==> src/rtl/sram_req_adapter.sv <==
// Valid/ready front end for the single-port SRAM macro: drives the macro port
// combinationally and returns read data through a credit-protected response FIFO.
module sram_req_adapter #(
    parameter int DATA_WIDTH = 64,
    parameter int NUM_WORDS  = 1024,
    parameter int LATENCY    = 1,
    parameter int RSP_DEPTH  = 2,
    localparam int AW = $clog2(NUM_WORDS),
    localparam int BW = (DATA_WIDTH + 7) / 8
) (
    input  logic                  clk_i,
    input  logic                  rst_i,
    input  logic                  req_valid_i,
    output logic                  req_ready_o,
    input  logic                  req_we_i,
    input  logic [AW-1:0]         req_addr_i,
    input  logic [DATA_WIDTH-1:0] req_wdata_i,
    input  logic [BW-1:0]         req_be_i,
    output logic                  rsp_valid_o,
    input  logic                  rsp_ready_i,
    output logic [DATA_WIDTH-1:0] rsp_rdata_o,
    output logic                  rsp_err_o,
    output logic                  wr_err_o,
    output logic                  busy_o,
    output logic                  sram_req_o,
    output logic                  sram_we_o,
    output logic [AW-1:0]         sram_addr_o,
    output logic [DATA_WIDTH-1:0] sram_wdata_o,
    output logic [BW-1:0]         sram_be_o,
    input  logic [DATA_WIDTH-1:0] sram_rdata_i
);

    localparam int PW = (RSP_DEPTH > 1) ? $clog2(RSP_DEPTH) : 1;
    localparam int CW = $clog2(RSP_DEPTH + LATENCY + 1);
    localparam logic [AW:0] LP_NUM_WORDS = (AW + 1)'(NUM_WORDS);

    logic            w_in_range;
    logic            w_acc;
    logic            w_rd_acc;
    logic            w_pop;
    logic            w_push;
    logic            w_credit_ok;
    logic            w_exit_vld;
    logic            w_exit_err;
    logic [CW-1:0]   w_inflight;
    logic [CW-1:0]   w_credit_sum;

    logic [PW-1:0]         r_wptr;
    logic [PW-1:0]         r_rptr;
    logic [CW-1:0]         r_cnt;
    logic [DATA_WIDTH-1:0] r_fifo_data [RSP_DEPTH];
    logic                  r_fifo_err  [RSP_DEPTH];
    logic                  r_wr_err;

    function automatic logic [PW-1:0] f_ptr_next(input logic [PW-1:0] p);
        return (p == PW'(RSP_DEPTH - 1)) ? '0 : p + PW'(1);
    endfunction

    always_comb begin
        w_in_range   = {1'b0, req_addr_i} < LP_NUM_WORDS;
        w_pop        = rsp_valid_o & rsp_ready_i;
        // Pop credit lets a full FIFO keep accepting reads while it drains.
        w_credit_sum = r_cnt + w_inflight - CW'(w_pop);
        w_credit_ok  = w_credit_sum < CW'(RSP_DEPTH);
        req_ready_o  = !rst_i && (req_we_i || w_credit_ok);
        w_acc        = req_valid_i & req_ready_o;
        w_rd_acc     = w_acc & ~req_we_i;
        sram_req_o   = w_acc & w_in_range;
        sram_we_o    = req_we_i;
        sram_addr_o  = req_addr_i;
        sram_wdata_o = req_wdata_i;
        sram_be_o    = req_be_i;
        w_push       = w_exit_vld;
    end

    // Stage 0 is the accept cycle; stages 1..LATENCY-1 track reads awaiting macro data.
    generate
        if (LATENCY == 1) begin : g_lat1
            assign w_exit_vld = w_rd_acc;
            assign w_exit_err = ~w_in_range;
            assign w_inflight = '0;
        end else begin : g_latn
            logic [LATENCY-1:1] r_vld_p;
            logic [LATENCY-1:1] r_err_p;

            always_ff @(posedge clk_i) begin
                if (rst_i) begin
                    r_vld_p <= '0;
                end else begin
                    r_vld_p[1] <= w_rd_acc;
                    for (int k = 2; k < LATENCY; k++) r_vld_p[k] <= r_vld_p[k-1];
                end
            end

            always_ff @(posedge clk_i) begin
                r_err_p[1] <= ~w_in_range;
                for (int k = 2; k < LATENCY; k++) r_err_p[k] <= r_err_p[k-1];
            end

            always_comb begin
                w_inflight = '0;
                for (int k = 1; k < LATENCY; k++) w_inflight = w_inflight + CW'(r_vld_p[k]);
            end

            assign w_exit_vld = r_vld_p[LATENCY-1];
            assign w_exit_err = r_err_p[LATENCY-1];
        end
    endgenerate

    // Response FIFO control
    always_ff @(posedge clk_i) begin
        if (rst_i) begin
            r_wptr   <= '0;
            r_rptr   <= '0;
            r_cnt    <= '0;
            r_wr_err <= 1'b0;
        end else begin
            if (w_push) r_wptr <= f_ptr_next(r_wptr);
            if (w_pop)  r_rptr <= f_ptr_next(r_rptr);
            r_cnt    <= r_cnt + CW'(w_push) - CW'(w_pop);
            r_wr_err <= w_acc & req_we_i & ~w_in_range;
        end
    end

    // Out-of-range reads never touched the macro, so their payload is forced to zero.
    always_ff @(posedge clk_i) begin
        if (w_push) begin
            r_fifo_data[r_wptr] <= w_exit_err ? '0 : sram_rdata_i;
            r_fifo_err[r_wptr]  <= w_exit_err;
        end
    end

    always_ff @(posedge clk_i) begin
        if (!rst_i) begin
            assert (!(w_push && !w_pop && r_cnt == CW'(RSP_DEPTH)))
                else $error("response FIFO push while full");
        end
    end

    assign rsp_valid_o = (r_cnt != '0);
    assign rsp_rdata_o = rsp_valid_o ? r_fifo_data[r_rptr] : '0;
    assign rsp_err_o   = rsp_valid_o & r_fifo_err[r_rptr];
    assign wr_err_o    = r_wr_err;
    assign busy_o      = (w_inflight != '0) | rsp_valid_o;

endmodule
==> config.mk <==
export PLATFORM = sky130hd
export DESIGN_NAME = sram_req_adapter
export DESIGN_NICKNAME = d
export VERILOG_FILES = /design/src/rtl/sram_req_adapter.sv
export SDC_FILE = /design/constraint.sdc
export NUM_CORES = 1
export LEC_CHECK = 0
export CAP_MARGIN = 20
export CORE_MARGIN = 2
export CORE_UTILIZATION = 36
export DETAILED_ROUTE_END_ITERATION = 8
export PLACE_DENSITY = 0.89
export SYNTH_ARGS = -nofsm -noshare
export SYNTH_HDL_FRONTEND = slang
export SYNTH_SLANG_ARGS = --single-unit
export TNS_END_PERCENT = 10
==> constraint.sdc <==
create_clock -name clk_i -period 5.84 [get_ports clk_i]
set_input_delay 1.168 -clock clk_i [delete_from_list [all_inputs] [get_ports clk_i]]
set_output_delay 1.168 -clock clk_i [all_outputs]
set_load 0.005 [all_outputs]
==> results of run 1 <==
## final cells by class
type | count | area, sq um | area share [%]
tap | 216 | 270 | 3.67
multi-input combinational | 153 | 1080 | 14.6
sequential | 133 | 3950 | 53.6
clock buffer | 17 | 425 | 5.77
inverter | 4 | 15.0 | 0.204
timing repair buffer | 141 | 1420 | 19.3
clock inverter | 15 | 210 | 2.85
## layout by cell type, fill, tap and decap left out, drive strengths merged
cell	Yosys	routed
and2	1	1
and2b	1	1
buf	99	4
bufinv	0	5
clkbuf	1	17
clkdlybuf4s50	0	137
clkinv	0	7
clkinvlp	0	2
conb	1	2
dfxtp	5	5
edfxtp	128	128
ha	3	3
inv	4	5
mux2i	64	64
nand2b	2	2
nor2	70	70
nor2b	1	1
nor3	1	1
nor3b	1	1
nor4	1	1
o21ai	1	1
o21bai	1	1
xnor2	1	1
xor2	3	3
## synthesized netlist by cell type, types with 2 or more instances
cell type  instances
edfxtp_1         128
buf_4             93
nor2_1            70
mux2i_1           64
buf_2              6
dfxtp_1            5
inv_1              4
ha_1               3
xor2_1             3
nand2b_1           2
## per-stage QoR
stage / power [mW] / hold slack (ns) / setup slack [ns]
after floorplan: 1.60 / 0.464 / 0.00497
after global placement: 1.88 / 0.497 / 1.62
after detailed placement: 1.90 / 0.504 / 1.49
after CTS: 3.05 / 0.518 / 1.48
after global routing: 3.14 / 0.538 / 1.35
final: 3.02 / 0.508 / 1.50
## cells by family (layout without fill, tap and decap cells)
family / count (synthesis) / after routing / share of synthesized area, %
AO/OA/AOI/OAI: 2 / 2 / 0.218
XOR/XNOR: 4 / 4 / 0.610
adder cells (fa/ha/maj): 3 / 3 / 0.653
buffers and inverters: 104 / 177 / 13.0
flip-flops: 133 / 133 / 68.6
multiplexers: 64 / 64 / 11.1
other: 1 / 2 / 0.0653
AND/OR/NAND/NOR: 78 / 78 / 5.68
## sequential cells by signal, summed over array words and instances, names as in the netlist, named ones only
signal / flops
r_fifo_data: 128
r_rptr: 1
r_cnt: 2
r_wptr: 1
## metal layers
metal	track usage, %	vias up
li1	-	1400
met1	15.1	1488
met2	31.9	210
met3	10.1	27
met4	7.70	0
met5	0.294	-
## worst max-delay path, delay by kind of cell
family / cells / cell delay [ns]
simple gates: 2 / 0.28
fa+ha+maj: 1 / 0.16
buf+inv: 3 / 1.01
compound gates: 1 / 0.14
xor+xnor: 1 / 0.41
## where the power goes
part	internal (mW)	total [mW]	switching, mW
combinational	0.400	0.702	0.303
clock	0.752	1.14	0.391
sequential	1.12	1.18	0.0604
## final timing paths
path / to / depth (start not counted) / start / slack (ns)
setup reg to reg: r_fifo_data[1][26] / 7 / r_cnt[1] / 2.75
hold / removal: r_rptr / 2 / r_rptr / 0.51
hold reg to reg: r_rptr / 2 / r_rptr / 0.51
setup / recovery: sram_req_o / 8 / rsp_ready_i / 1.50
==> impl_metrics.ini, run 1 <==
[yosys]
syn_area_sq_mm = 0.00575
async_flop_share_pct = 0
synthFlopType = edfxtp_1
syn_avg_cell_area_sq_um = 14.8
synth_edf_count = 128
synth_top_area_share_pct = 66.9
yosysSeqAreaShare_pct = 68.6
yosys_warnings = 0
synth_largest_area_cell = edfxtp_1
ys_types = 21
synth_seq_cells = 133
synth_cells = 389
synthTopCellsByArea = edfxtp_1, buf_4, mux2i_1

[timing]
tightest_slew_ns = 0.902
layout_min_cycle_time_ns = 4.34
setup_viol = 0
max_freq_ghz = 0.230
fin_crit_sh_pct = 74.3
final-hold-violation-count = 0
slew_viol_final = 0
slew_headroom_pct = 39.9
fin_setup_tns_ns = 0
fin_worst_skew_ns = 0.00896
rsz0062_at_grt = false

[finish]
final_area_sq_mm = 0.00737
fin_cells = 679
antenna_cells = 0
drive_above_1_share_pct = 7.99
nFillCells = 1367
finish.utilization_pct = 46.7
final_nets = 604
area.growth.synth_to_final_pct = 28.2

[clock_network]
clk_pin_slew_worst_paths_ns = 0.06
cts_setup_buffers = 0
worstSkewPairLatency_ns = 0.42
post_cts_resized = 0
tritoncts = built
hold_buffers = 0
cts_htree_levels = 4
cts_max_path_buffers = 2
clock_sinks = 133
numCtsBuffers = 17
clockRootBuffer = clkbuf_16

[hold_path]
min_path_type = flip-flop to flip-flop

[pwr]
power_density_mw_per_mm2 = 411
leakage_nw = 2.42
ir_drop_mv = 0.272

[floorplanning]
fp-row-count = 46
dieHeight_um = 130
initial_core_util_pct = 36.4
die_area_sq_mm = 0.0170
fp.dieW_um = 130
io-pin-count = 304
core-area_sq_mm = 0.0158

[grt]
grt_max_degree = 66
gr-total-overflow = 0
grt_pass1_wl_um = 20600
groute.usage.overall_pct = 17.3
antenna_found_initial = 0
grt_pass1_vias = 3210

[place]
dp.cells = 646
numPortBuffers = 137
gp_congestion = 0.773
dp_hpwl_um = 11700
placed_area_sq_mm = 0.00670

[drt]
drtIter0Drc = 109
wl_met1_um = 4410
routed_wl_um = 15400
drt_first_pass_iters = 4
route.met2.wl_um = 8280
vias_per_cell = 4.60
highest_layer = met4
ant_nets = 0
vias = 3125
met3_length_um = 2190
drc = 0
routedWlPerCell_um = 22.7

[setup_path]
cp_max_fo = 4
cp_slowest_cell = clkdlybuf4s50_1
required_ns = 4.67
endpoint_kind = output pin
critical_path.max_stage_delay_ns = 0.45
critPathMostFrequentCell = clkdlybuf4s50_1
cp-start-kind = input pin
worstPathCellList = clkdlybuf4s50_1, o21ai_0, inv_1, ha_1, xor2_1, and2b_2, nor2_1, clkdlybuf4s50_1
cp_data_arrival_time_ns = 3.17
worstSetupPathType = input pin to output pin

[job]
drv_cap = 0

[status]
outcome = finished clean
No activity file was read; power rests on OpenSTA's default activity.
==> run 2, diff against run 1 <==
==> constraint.sdc (replaced) <==
create_clock -name clk_i -period 3.9 [get_ports clk_i]
set_input_delay 0.78 -clock clk_i [delete_from_list [all_inputs] [get_ports clk_i]]
set_output_delay 0.78 -clock clk_i [all_outputs]
set_load 0.005 [all_outputs]
==> run 2 against run 1 <==
  * Clock-buffer cell count is the same
  * Final cell count grew 0.74%
  * First-iteration DRC count grew 26%
  * Core utilization grew 0.063 points
  * Routed wire length is essentially flat
  * Register-to-register slack lost 1.3 ns
  * Clock power grew 33%
  * Setup slack lost 1.0 ns
  * Clock skew grew 0.00087 ns
  * Total power grew 44%
  * Critical path depth is the same
==> impl_metrics.ini, run 2 (same netlist as run 1, synthesis figures left out) <==
[pwr]
p_sw_share_pct = 26.2
power_density_mw_per_mm2 = 591
p_clk_share_pct = 34.7
p_seq_share_pct = 40.4
intPower_mw = 3.22
p_comb_share_pct = 24.8
total_power_mw = 4.36
leakage_nw = 2.42
p_sw_mw = 1.14
ir_drop_mv = 0.356

[grt]
grt_pass1_vias = 3354
groute.usage.overall_pct = 17.4
antenna_found_initial = 1
grt_pass1_wl_um = 20900
gr-total-overflow = 0
grt_max_degree = 45

[place]
numPortBuffers = 137
placed_area_sq_mm = 0.00681
dp_hpwl_um = 11700
gp_congestion = 0.794

[setup_path]
worstPathCellList = clkdlybuf4s50_1, o21ai_2, inv_1, ha_2, xor2_2, and2b_2, nor2_1, clkdlybuf4s50_1
critical_path.max_stage_delay_ns = 0.50
rr_worst_depth = 7
crit_cells = 8
worstSetupPathType = input pin to output pin
cp_slowest_cell = clkdlybuf4s50_1
endpoint_kind = output pin
critPathMostFrequentCell = clkdlybuf4s50_1
rrSetupSlack_ns = 1.50
cp-start-kind = input pin
setup.worst_path.end = sram_req_o
r2r_start = r_cnt[1]
cp_data_arrival_time_ns = 2.66
required_ns = 3.12
reg2reg_to = r_fifo_data[1][20]
cp_max_fo = 4
startpoint = rsp_ready_i
path_delay_family = buffers and inverters
critPathBufInv = 3

[finish]
largestRegisters = r_fifo_data x128, r_cnt x2
final_cell_mix = clkdlybuf4s50_1, edfxtp_1, nor2_1
nFillCells = 1333
seqCellArea_sq_mm = 0.00395
area.growth.synth_to_final_pct = 28.4
drive_above_1_share_pct = 9.83
largest_register_ffs = 128
regMostFlops = r_fifo_data
final_area_sq_mm = 0.00738
multiInputGateArea_sq_mm = 0.00109
antenna_cells = 0
final_nets = 609
final_common_cell = clkdlybuf4s50_1

[floorplanning]
fp-row-count = 46
initial_core_util_pct = 36.4
fp.dieW_um = 130
io-pin-count = 304
dieHeight_um = 130
die_area_sq_mm = 0.0170
core-area_sq_mm = 0.0158

[hold_path]
hp-start = r_rptr
min_path_type = flip-flop to flip-flop

[clock_network]
clock_sinks = 133
worstSkewPairLatency_ns = 0.42
tritoncts = built
numCtsBuffers = 17
cts_setup_buffers = 0
post_cts_resized = 0
clk_pin_slew_worst_paths_ns = 0.05
hold_buffers = 0
clockRootBuffer = clkbuf_16
cts_max_path_buffers = 2
cts_htree_levels = 4

[timing]
fin_worst_skew_ns = 0.00983
slew_viol_final = 0
setup_viol = 0
slew_headroom_pct = 53.2
fin_crit_sh_pct = 88.2
max_freq_ghz = 0.291
rsz0062_at_grt = false
tightest_slew_ns = 0.696
final-hold-violation-count = 0
fin_setup_tns_ns = 0
layout_min_cycle_time_ns = 3.44

[status]
outcome = finished clean

[drt]
drt_first_pass_iters = 4
vias = 3156
ant_nets = 0
vias_per_cell = 4.61
drtIter0Drc = 137
drc = 0
routedWlPerCell_um = 22.5
routed_wl_um = 15400

[job]
drv_cap = 0
## run 2: metrics by stage
step	utilization, %	worst slack, ns	hold WS, ns	instances
after floorplan	-	0.0326	0.472	390
after global placement	43.2	0.579	0.497	652
after detailed placement	43.2	0.477	0.512	652
after CTS	46.8	0.466	0.525	684
after global routing	46.8	0.422	0.560	684
final	46.8	0.461	0.523	684
## run 2: cell type report
cell class | count | share of cell area (%)
Clock buffer | 17 | 5.77
Sequential cell | 133 | 53.5
Multi-Input combinational cell | 153 | 14.8
Inverter | 4 | 0.204
Timing Repair Buffer | 146 | 20.2
Tap cell | 216 | 3.66
Clock inverter | 15 | 1.88
## run 2: worst min-delay path by stage
stage	endpoint	slack [ns]	cells after the start
4_1_cts	r_rptr	0.53	2
6_report	r_rptr	0.52	2
3_5_place_dp	r_rptr	0.51	2
3_3_place_gp	r_rptr	0.50	2
2_1_floorplan	flip-flop	0.47	2
5_1_grt	r_wptr	0.56	2
## run 2: power groups by stage
| stage | sequential [mW] | combinational [mW] | clock [mW] |
|---|---|---|---|
| floorplan | 1.73 | 0.668 | 0 |
| global placement | 1.79 | 1.06 | 0 |
| detailed placement | 1.80 | 1.09 | 0 |
| CTS | 1.77 | 1.10 | 1.55 |
| global route | 1.78 | 1.16 | 1.62 |
| finish | 1.76 | 1.08 | 1.52 |
## run 2: worst reg2reg max path: stages, from the launching register on
cell and delay [ns]:
dfxtp_1 0.40, o21ai_2 0.21, inv_1 0.09, ha_2 0.19, xor2_2 0.18, nor3_2 0.23
and2_2 0.18, buf_4 0.50
## run 2: routing by layer
layer  wire length (um)  global-route usage [%]
met5                 58                    1.47
met2               8220                    31.4
met1               4460                    15.6
met3               2190                    10.2
met4                476                    7.82
==> run 3, diff against run 2 <==
--- a/config.mk
+++ b/config.mk
@@ -5,9 +5,11 @@
 export SDC_FILE = /design/constraint.sdc
 export NUM_CORES = 1
 export LEC_CHECK = 0
+export ABC_AREA = 0
 export CAP_MARGIN = 20
 export CORE_MARGIN = 2
 export CORE_UTILIZATION = 36
+export CTS_CLUSTER_DIAMETER = 200
 export DETAILED_ROUTE_END_ITERATION = 8
 export PLACE_DENSITY = 0.89
 export SYNTH_ARGS = -nofsm -noshare
==> results of run 3 <==
Final layout, timing and power as in run 2 (identical DEF).
